$ cat src/rtl/yupferris_bitslam_pkg.sv
// Shared definitions for the bitslam pattern sequencer.
//   state_t      : sequencer FSM states
//   REG_*        : voice register addresses driven during address phases
//   ADDR_IDLE    : parked bus value, not a decoded voice register
//   step_t       : one step-table record at the default duration width
package yupferris_bitslam_pkg;

  typedef enum logic [2:0] {
    S_IDLE,
    S_A0,
    S_D0,
    S_A1,
    S_D1,
    S_HOLD
  } state_t;

  localparam logic [5:0] REG_CLK_DIV  = 6'h00;
  localparam logic [5:0] REG_TAP_MASK = 6'h01;
  localparam logic [5:0] ADDR_IDLE    = 6'h3F;

  localparam int DUR_W_DEF = 8;

  // Table words are packed in this field order: {div, taps, dur}.
  typedef struct packed {
    logic [5:0]           div;
    logic [3:0]           taps;
    logic [DUR_W_DEF-1:0] dur;
  } step_t;

endpackage

$ cat src/rtl/yupferris_bitslam_seq_if.sv
// Multiplexed addr/data bus from the sequencer to the bitslam voice.
//   bus_sel  : 0 = address phase, 1 = data phase
//   bus_data : register address or register data
// master = sequencer side, slave = voice side.
interface yupferris_bitslam_seq_if;
  logic       bus_sel;
  logic [5:0] bus_data;

  modport master (output bus_sel, output bus_data);
  modport slave  (input  bus_sel, input  bus_data);
endinterface

$ cat src/rtl/yupferris_bitslam_seq_table.sv
// Step table: STEPS x W register file.
//   clk            : write clock
//   we/waddr/wdata : synchronous write port
//   raddr/rdata    : combinational read port (returns pre-write data in the
//                    cycle of a write to the same entry)
module yupferris_bitslam_seq_table #(
  parameter  int STEPS = 8,
  parameter  int W     = 18,
  localparam int SW    = $clog2(STEPS)
) (
  input  logic          clk,
  input  logic          we,
  input  logic [SW-1:0] waddr,
  input  logic [W-1:0]  wdata,
  input  logic [SW-1:0] raddr,
  output logic [W-1:0]  rdata
);

  logic [W-1:0] r_mem [STEPS];

  // NOTE: storage arrays carry no reset; a reset would force a flop-per-bit
  // implementation and the host is expected to program entries before use.
  always_ff @(posedge clk) begin
    if (we) r_mem[waddr] <= wdata;
  end

  assign rdata = r_mem[raddr];

endmodule

$ cat src/rtl/yupferris_bitslam_seq.sv
// Bitslam noise-voice pattern sequencer.
// Replays a programmable step table; each step writes the voice clock-divider
// and tap-mask registers (address then data) and then holds for
// (dur+1)*2^PRE_W cycles.
//   clk, rst                  : clock, synchronous active-high reset
//   prog_we/addr/div/taps/dur : step-table write port, usable at any time
//   run                       : 1 = play, 0 = stop after the current write pair
//   loop_last                 : last step index before wrapping to 0
//   vbus (master)             : addr/data bus to the voice
//   busy                      : high whenever not IDLE
//   step_idx                  : step currently being written or held
module yupferris_bitslam_seq
  import yupferris_bitslam_pkg::*;
#(
  parameter  int STEPS = 8,
  parameter  int DUR_W = 8,
  parameter  int PRE_W = 4,
  localparam int SW    = $clog2(STEPS)
) (
  input  logic                     clk,
  input  logic                     rst,
  input  logic                     prog_we,
  input  logic [SW-1:0]            prog_addr,
  input  logic [5:0]               prog_div,
  input  logic [3:0]               prog_taps,
  input  logic [DUR_W-1:0]         prog_dur,
  input  logic                     run,
  input  logic [SW-1:0]            loop_last,
  yupferris_bitslam_seq_if.master  vbus,
  output logic                     busy,
  output logic [SW-1:0]            step_idx
);

  localparam int TW = 10 + DUR_W;

  state_t           r_state;
  logic             r_bus_sel;
  logic [5:0]       r_bus_data;
  logic             r_busy;
  logic [SW-1:0]    r_idx;
  logic [PRE_W-1:0] r_pre;
  logic [DUR_W-1:0] r_hold;

  // Latched step; only meaningful after a load, so it carries no reset.
  logic [5:0]       r_div;
  logic [3:0]       r_taps;
  logic [DUR_W-1:0] r_dur;

  logic [SW-1:0]    w_next_idx;
  logic [SW-1:0]    w_rd_addr;
  logic [TW-1:0]    w_rd_data;
  logic             w_hold_done;
  logic             w_load;

  yupferris_bitslam_seq_table #(.STEPS(STEPS), .W(TW)) u_table (
    .clk   (clk),
    .we    (prog_we),
    .waddr (prog_addr),
    .wdata ({prog_div, prog_taps, prog_dur}),
    .raddr (w_rd_addr),
    .rdata (w_rd_data)
  );

  assign w_next_idx  = (r_idx == loop_last) ? '0 : r_idx + SW'(1);
  // IDLE always restarts at entry 0; otherwise the only load is at HOLD exit.
  assign w_rd_addr   = (r_state == S_IDLE) ? '0 : w_next_idx;
  // Exit test precedes the decrement, so the hold counter never underflows.
  assign w_hold_done = (r_pre == '1) && (r_hold == '0);
  assign w_load      = run && ((r_state == S_IDLE) ||
                               ((r_state == S_HOLD) && w_hold_done));

  always_ff @(posedge clk) begin
    if (w_load) begin
      r_div  <= w_rd_data[TW-1 -: 6];
      r_taps <= w_rd_data[DUR_W+3 -: 4];
      r_dur  <= w_rd_data[DUR_W-1:0];
    end
  end

  // Bus outputs are registered alongside the state so the voice sees one
  // clean value per cycle and sel=1 only in D0/D1.
  // NOTE: all state here uses non-blocking assignment so every register
  // samples pre-edge values regardless of statement order.
  always_ff @(posedge clk) begin
    if (rst) begin
      r_state    <= S_IDLE;
      r_bus_sel  <= 1'b0;
      r_bus_data <= ADDR_IDLE;
      r_busy     <= 1'b0;
      r_idx      <= '0;
      r_pre      <= '0;
      r_hold     <= '0;
    end else begin
      case (r_state)
        S_IDLE: begin
          if (run) begin
            r_state    <= S_A0;
            r_idx      <= '0;
            r_bus_data <= REG_CLK_DIV;
            r_busy     <= 1'b1;
          end
        end
        S_A0: begin
          r_state    <= S_D0;
          r_bus_sel  <= 1'b1;
          r_bus_data <= r_div;
        end
        S_D0: begin
          r_state    <= S_A1;
          r_bus_sel  <= 1'b0;
          r_bus_data <= REG_TAP_MASK;
        end
        S_A1: begin
          r_state    <= S_D1;
          r_bus_sel  <= 1'b1;
          r_bus_data <= {2'b00, r_taps};
        end
        S_D1: begin
          r_bus_sel  <= 1'b0;
          r_bus_data <= ADDR_IDLE;
          if (run) begin
            r_state <= S_HOLD;
            r_pre   <= '0;
            r_hold  <= r_dur;
          end else begin
            r_state <= S_IDLE;
            r_busy  <= 1'b0;
          end
        end
        S_HOLD: begin
          if (!run) begin
            r_state <= S_IDLE;
            r_busy  <= 1'b0;
          end else begin
            r_pre <= r_pre + PRE_W'(1);
            if (r_pre == '1) begin
              if (r_hold == '0) begin
                r_state    <= S_A0;
                r_idx      <= w_next_idx;
                r_bus_data <= REG_CLK_DIV;
              end else begin
                r_hold <= r_hold - DUR_W'(1);
              end
            end
          end
        end
        default: begin
          r_state    <= S_IDLE;
          r_bus_sel  <= 1'b0;
          r_bus_data <= ADDR_IDLE;
          r_busy     <= 1'b0;
        end
      endcase
    end
  end

  assign vbus.bus_sel  = r_bus_sel;
  assign vbus.bus_data = r_bus_data;
  assign busy          = r_busy;
  assign step_idx      = r_idx;

endmodule
$ cat src/flat_wrapper.sv
// flat-port wrapper written by rule: the top's interface ports become plain ports
module yupferris_bitslam_seq_flat import yupferris_bitslam_pkg::*;
#(
  parameter  int STEPS = 8,
  parameter  int DUR_W = 8,
  parameter  int PRE_W = 4,
  localparam int SW    = $clog2(STEPS)
)
  (clk, rst, prog_we, prog_addr, prog_div, prog_taps, prog_dur, run, loop_last, busy, step_idx, vbus_bus_sel, vbus_bus_data);
  yupferris_bitslam_seq_if vbus_i ();
  input  logic clk;
  input  logic rst;
  input  logic prog_we;
  input  logic [SW-1:0] prog_addr;
  input  logic [5:0] prog_div;
  input  logic [3:0] prog_taps;
  input  logic [DUR_W-1:0] prog_dur;
  input  logic run;
  input  logic [SW-1:0] loop_last;
  output logic busy;
  output logic [SW-1:0] step_idx;
  output wire logic [$bits(vbus_i.bus_sel)-1:0] vbus_bus_sel;
  output wire logic [$bits(vbus_i.bus_data)-1:0] vbus_bus_data;
  assign vbus_bus_sel = vbus_i.bus_sel;
  assign vbus_bus_data = vbus_i.bus_data;
  yupferris_bitslam_seq #(.STEPS(STEPS), .DUR_W(DUR_W), .PRE_W(PRE_W)) u_core (.clk(clk), .rst(rst), .prog_we(prog_we), .prog_addr(prog_addr), .prog_div(prog_div), .prog_taps(prog_taps), .prog_dur(prog_dur), .run(run), .loop_last(loop_last), .vbus(vbus_i), .busy(busy), .step_idx(step_idx));
endmodule
$ cat config.mk
export PLATFORM = sky130hd
export DESIGN_NAME = yupferris_bitslam_seq_flat
export DESIGN_NICKNAME = d
export VERILOG_FILES = /design/src/rtl/yupferris_bitslam_pkg.sv /design/src/rtl/yupferris_bitslam_seq_if.sv /design/src/rtl/yupferris_bitslam_seq_table.sv /design/src/rtl/yupferris_bitslam_seq.sv /design/src/flat_wrapper.sv
export SDC_FILE = /design/constraint.sdc
export NUM_CORES = 1
export LEC_CHECK = 0
export ABC_AREA = 1
export CAP_MARGIN = 20
export CORE_MARGIN = 3
export CORE_UTILIZATION = 35
export CTS_BUF_LIST = sky130_fd_sc_hd__clkbuf_4
export DETAILED_ROUTE_END_ITERATION = 7
export GPL_ROUTABILITY_DRIVEN = 0
export MAX_ROUTING_LAYER = met4
export PLACE_DENSITY = 0.53
export SYNTH_ARGS = -nofsm -noshare
export SYNTH_HDL_FRONTEND = slang
export SYNTH_SLANG_ARGS = --single-unit
$ cat constraint.sdc
create_clock -name clk -period 1.65 [get_ports clk]
set_input_delay 0.33 -clock clk [delete_from_list [all_inputs] [get_ports clk]]
set_output_delay 0.33 -clock clk [all_outputs]
set_load 0.02 [all_outputs]
==> results of run 1 <==
-- final timing paths --
check	endpoint	slack (ns)	depth (start not counted)
min	u_core.u_table.r_mem[0][17]	0.45	1
max	u_core.r_div[0]	-0.15	11
min reg2reg	u_core.vbus.bus_data[1]	0.47	2
max reg2reg	u_core.r_div[0]	-0.15	11
-- layout make-up --
class                      instances  share of cell area [%]
sequential                       188                    47.7
multi-input combinational        475                    23.3
timing repair buffer             144                    16.6
inverter                         172                    5.94
tap                              319                    3.53
clock inverter                    14                    1.64
clock buffer                      18                    1.19
antenna                            1                  0.0221
-- power groups by stage --
stage	clock, mW	combinational [mW]	sequential (mW)
after floorplan	0	1.46	5.72
after global placement	0	2.38	5.70
after detailed placement	0	2.39	5.70
after CTS	2.81	3.26	5.60
after global routing	2.98	3.76	5.62
final	2.72	3.47	5.60
-- through the flow --
step                      total power [mW]  cells  instance area (µm²)
after floorplan                       7.18    878                 8610
after global placement                8.08   1256                 9860
after detailed placement              8.09   1256                 9860
after CTS                             11.7   1325                11100
after global routing                  12.4   1331                11300
final                                 11.8   1331                11300
-- routing by layer --
metal	vias up	share of wire (%)	routed length [µm]	global-route usage, %
met1	3120	46	10800	24.4
met5	-	0	0	-
met3	21	4.8	1140	3.23
met2	183	48	11200	29.0
met4	0	1.2	289	5.07
li1	3177	-	-	-
-- cell usage after synthesis (2+ instances only) --
cell | n | area share, %
inv_2 | 6 | 0.26
nand4_1 | 76 | 5.5
nand3_2 | 2 | 0.23
a21oi_2 | 2 | 0.20
nor3_1 | 2 | 0.12
ha_1 | 4 | 0.58
xor2_1 | 2 | 0.20
buf_1 | 5 | 0.22
clkbuf_1 | 3 | 0.13
edfxtp_1 | 162 | 57
o21ai_0 | 13 | 0.76
nor2_2 | 2 | 0.15
buf_2 | 26 | 1.5
buf_4 | 5 | 0.44
buf_6 | 4 | 0.52
nand3_4 | 2 | 0.41
nand2_2 | 2 | 0.15
inv_1 | 164 | 7.2
nand2_1 | 212 | 9.2
a221oi_1 | 4 | 0.41
a21oi_1 | 19 | 1.1
nor2_1 | 31 | 1.4
dfxtp_1 | 26 | 6.1
nand3_1 | 85 | 4.9
o21ai_1 | 7 | 0.41
-- critical path, stage by stage (launching register included) --
cell and delay [ns]:
dfxtp_4 0.40, xnor2_4 0.15, nand3_4 0.15, buf_6 0.16, nand3_4 0.11, clkinv_8 0.09
buf_12 0.13, buf_16 0.14, nand3_2 0.07, nand2_1 0.06, nand2_1 0.07, nand2_1 0.06
-- cell families (layout without fill, tap and decap cells) --
group | Yosys count | count (layout) | share of synthesized area (%)
fa+ha+maj | 4 | 4 | 0.582
simple gates | 419 | 419 | 22.8
buf+inv | 215 | 348 | 10.4
other cells | 0 | 1 | 0
mux | 1 | 1 | 0.116
xor+xnor | 3 | 3 | 0.393
flops | 188 | 188 | 62.6
compound gates | 48 | 48 | 3.14
-- flip-flops by register name (all words and copies together) (netlist names), 3 cells and up --
signal                count
u_core.u_table.r_mem    144
u_core.r_dur              8
u_core.r_hold             8
u_core.r_div              6
u_core.vbus.bus_data      6
u_core.r_pre              4
u_core.r_taps             4
u_core.r_state            3
u_core.step_idx           3
-- repair_timing --
item / in CTS / in global routing
endpoints found under the setup margin: 48 / 57
gates cloned: 16 / 4
resized for setup: 97 / 56
pin swaps: 19 / 31
endpoints found under the hold margin: 0 / 0
buffers inserted: 22 / 7
-- layout by cell type, fill, tap and decap left out, types with 4 or more instances in the layout --
master,n
buf_16,14
nand3_1,61
clkinv_8,4
inv_4,4
buf_12,26
nand2_1,190
nor2_4,4
o21ai_1,7
nand2_2,22
dfxtp_2,5
buf_6,10
nor2_1,20
a221oi_1,4
clkdlybuf4s50_1,27
nand3_2,25
inv_2,5
clkinv_4,5
buf_8,4
inv_1,161
edfxtp_1,162
clkbuf_4,18
dfxtp_1,18
a21oi_1,19
buf_4,51
nand4_1,76
o21ai_0,12
nor2_2,10
==> results_dict.tcl, run 1 <==
set metrics [dict create \
    area_delta_synth_final_pct 31.5 \
    netlist_area_um2 8600 \
    ys.flop_type "edfxtp_1" \
    holdWs_ns 0.446 \
    maxSlewHeadroom_pct 74.0 \
    fmax_ghz 0.555 \
    synthCells 878 \
    intPower_mw 8.07 \
    startpoint "u_core.step_idx[1]" \
    hold_buffers 0 \
    clock_skew_ns 0.0305 \
    switchingPower_mw 3.73 \
    cts_buffer_depth 2 \
    ys_ff_latch 188 \
    switching_share_pct 31.6 \
    clock-root-buffer "clkbuf_4" \
    finalCritPeriodShare_pct 109 \
    fp.dieH_um 163 \
    grt_overflow 0 \
    synth-async-reset-ratio_pct 0 \
    period_needed_ns 1.80 \
    critPathKind "reg2reg" \
    initial_utilization_pct 36.1 \
    viasPerCell 4.88 \
    arrival_ns 2.18 \
    ys_warn_count 0 \
    fin_util_pct 47.5 \
    drc 0 \
    core_um2 23800 \
    timing_hold_violations_final 0 \
    die_width_um 163 \
    crit_fanout 7 \
    ant_nets 0 \
    rsz0062_at_grt "true" \
    r2r_start "u_core.step_idx[1]" \
    setup_viol 27 \
    fin_ws_ns -0.153 \
    nets 1030 \
    ys_seq_area_share_pct 62.6 \
    drive_gt1_share_pct 23.9 \
    via_count 6501 \
    first_global_vias 6131 \
    antenna_found_initial 1 \
    ys_types 37 \
    regArea_um2 5400 \
    postSynthAreaPerCell_um2 9.80 \
    htree_levels 4 \
    ioPinCount 39 \
    wirelength_mm 23.4 \
    multi_input_area_um2 2640 \
    combPwrFrac_pct 29.4 \
    min_from "prog_div[5]" \
    irDropWorstVdd_mv 0.539 \
    portBuffers 38 \
    grtUsageTotal_pct 18.3 \
    clkTransAtPathRegs_ns 0.17 \
    power_frac_clock_pct 23.1 \
    grt_max_degree 46 \
    synth.net_count 910 \
    timing.setup.tns_ns -2.07 \
    die-area_um2 26500 \
    drt_iter0_drc 413 \
    crit_path_end_kind "flip-flop" \
    status "finished, violations left" \
    wire_per_inst_um 17.6 \
    cp.required_ns 2.03 \
    rows 56 \
    grt_pass1_wl_mm 35.4 \
    synth_edf_count 162 \
    tightest_slew_ns 0.390 \
    clock_latency_ns 0.60 \
    hpwl_mm 12.0 \
    violations "negative setup slack" \
    cp-start-kind "flip-flop" \
    cts.sinks 188 \
    nFillCells 2217 \
    tritoncts "yes" \
    drtPass1Iterations 5 \
    cts_buffers 17 \
    timing.max_cap.violations 0 \
    slew_violations 0 \
    power_density_nw_per_um2 1040 \
    hold_path_class "in2reg" \
    leakage_nw 4.82 \
    pre_cts_ws_ns -0.511 \
    power_frac_seq_pct 47.5 \
]
(Power assumes the default switching activity.)
==> run 2: changes to the inputs <==
- ABC_CLOCK_PERIOD_IN_PS: default -> 1820
- PLACE_DENSITY: 0.53 -> 0.51
- clock period: 1.65 -> 1.82 ns (I/O delays scaled with it)
==> run 2 against run 1 <==
The run now ends clean. Count of clock-buffer cells in the layout stayed put. Final cell count is 3.5% lower. Critical endpoint is now u_core.r_div[3]. Non-clock buffer count is 47 lower. Design area is 8.2% lower. Power is 15% lower. Highest routed layer unchanged. Utilization is 3.9 points lower. Wire length is 5.3% lower.
==> results_dict.tcl, run 2 (synthesis gave the netlist of run 1 again) <==
set metrics [dict create \
    irDropWorstVdd_mv 0.395 \
    drt_iter0_drc 421 \
    critPathKind "reg2reg" \
    initial_utilization_pct 36.1 \
    finalPower_mw 10.0 \
    die-area_um2 26500 \
    cp-start-kind "flip-flop" \
    power_density_nw_per_um2 966 \
    setup_viol 0 \
    status "finished, final reports clean" \
    worstPathCellList "xnor2_4, nand3_4, nand3_4, buf_12, clkbuf_16, nand2_1, nand3_1, nand2_1, nand2_1, nand2_1" \
    fin_util_pct 43.6 \
    pre_cts_ws_ns -0.365 \
    leakage_nw 4.46 \
    top_register "u_core.u_table.r_mem" \
    drive_gt1_share_pct 14.8 \
    tritoncts "yes" \
    finalCritPeriodShare_pct 97.7 \
    antenna_found_initial 1 \
    wire_per_inst_um 17.3 \
    grt_pass1_wl_mm 31.8 \
    fin_ws_ns 0.0420 \
    timing_hold_violations_final 0 \
    arrival_ns 2.13 \
    area_delta_synth_final_pct 20.8 \
    drc 0 \
    clock_skew_ns 0.0274 \
    htree_levels 4 \
    cp.required_ns 2.17 \
    rows 56 \
    viasPerCell 4.89 \
    ant_nets 0 \
    core_um2 23800 \
    via_count 6281 \
    tightest_slew_ns 0.371 \
    cts.sinks 188 \
    ioPinCount 39 \
    die_width_um 163 \
    grtUsageTotal_pct 16.1 \
    first_global_vias 5782 \
    clock_latency_ns 0.57 \
    fmax_ghz 0.562 \
    critPathMostFrequentCell "nand2_1" \
    grt_max_degree 76 \
    hpwl_mm 11.9 \
    slew_violations 0 \
    crit_fanout 10 \
    cts_buffer_depth 2 \
    hold_path_class "reg2reg" \
    cpLargestDelayFamily "simple AND/OR/NAND/NOR gates" \
    largest_register_ffs 144 \
    nets 983 \
    rsz0062_at_grt "true" \
    cpPeakStageDelay_ns 0.41 \
    portBuffers 38 \
    top_regs "u_core.u_table.r_mem x144, u_core.r_dur x8, u_core.r_hold x8" \
    cts_buffers 17 \
    hold_buffers 0 \
    drtPass1Iterations 4 \
    final_common_cell "nand2_1" \
    grt_overflow 0 \
    period_needed_ns 1.78 \
    wirelength_mm 22.2 \
    cpMaxStageDelayCell "dfxtp_4" \
    clock-root-buffer "clkbuf_4" \
    clkTransAtPathRegs_ns 0.17 \
    path_buf_inv 2 \
    final_cell_mix "nand2_1 (202), inv_1 (163), edfxtp_1 (162), nand3_1 (82), nand4_1 (76)" \
    timing.max_cap.violations 0 \
    maxSlewHeadroom_pct 75.2 \
    crit_path_end_kind "flip-flop" \
    fp.dieH_um 163 \
]
==> run 2: cell count changes in the layout (fill, tap and decap cells not counted), moves of 6 or more <==
| cell | previous run | this run |
|---|---|---|
| nand3_2 | 25 | 4 |
| buf_16 | 14 | 1 |
| clkbuf_16 | 3 | 9 |
| buf_6 | 10 | 3 |
| buf_4 | 51 | 28 |
| buf_12 | 26 | 17 |
| nand3_1 | 61 | 82 |
| nand2_1 | 190 | 202 |
| nand2_2 | 22 | 12 |
| dlygate4sd2_1 | 0 | 11 |
==> run 2: final timing paths <==
path                                start                 endpoint  slack [ns]  cells after the start
setup / recovery       u_core.step_idx[1]          u_core.r_div[3]        0.04                     10
hold / removal    u_core.vbus.bus_data[2]  u_core.vbus.bus_data[2]        0.47                      2
setup reg to reg       u_core.step_idx[1]          u_core.r_div[3]        0.04                     10
hold reg to reg   u_core.vbus.bus_data[2]  u_core.vbus.bus_data[2]        0.47                      2
==> run 2: layer usage <==
metal	vias to the layer above	track usage, %	wire (µm)
li1	3077	-	-
met1	3012	22.5	10700
met2	161	24.3	10100
met3	31	2.42	1010
met4	0	4.88	442
met5	-	-	0
==> run 2: worst reg2reg max path, delay by kind of cell, from the launching register on <==
| family | cells | cell delay [ns] |
|---|---|---|
| buffers and inverters | 2 | 0.32 |
| DFF | 1 | 0.41 |
| and+or+nand+nor | 7 | 0.68 |
| xor gates and xnor gates | 1 | 0.16 |
==> run 2: where the power goes <==
group,internal (mW),switching [mW]
combinational,1.03,1.49
sequential,4.97,0.117
clock,0.889,1.54
==> run 2: timing repair <==
| item | CTS | global route |
|---|---|---|
| endpoints found under the setup margin | 12 | 37 |
| gates cloned | 0 | 13 |
| buffers inserted | 0 | 8 |
| endpoints found under the hold margin | 0 | 0 |
| pin swaps | 0 | 15 |
| resized for setup | 12 | 31 |
==> run 2: through the flow <==
stage	setup TNS (ns)	instance area [µm²]	std cells	hold slack (ns)
after floorplan	0	8600	878	0.439
after global placement	-6.10	9650	1230	0.439
after detailed placement	-6.32	9650	1230	0.446
after CTS	0	9940	1262	0.456
after global routing	-0.405	10400	1284	0.476
final	0	10400	1284	0.472
==> run 2: area by class of cell <==
type                    count  area [µm²]
clock inverters            14         171
diodes                      1        2.50
clock buffers              18         135
well taps                 319         399
fillers                  2363       13400
multi-input cells         475        2410
inverters                 172         662
flip-flops and latches    188        5400
repair buffers             97        1220
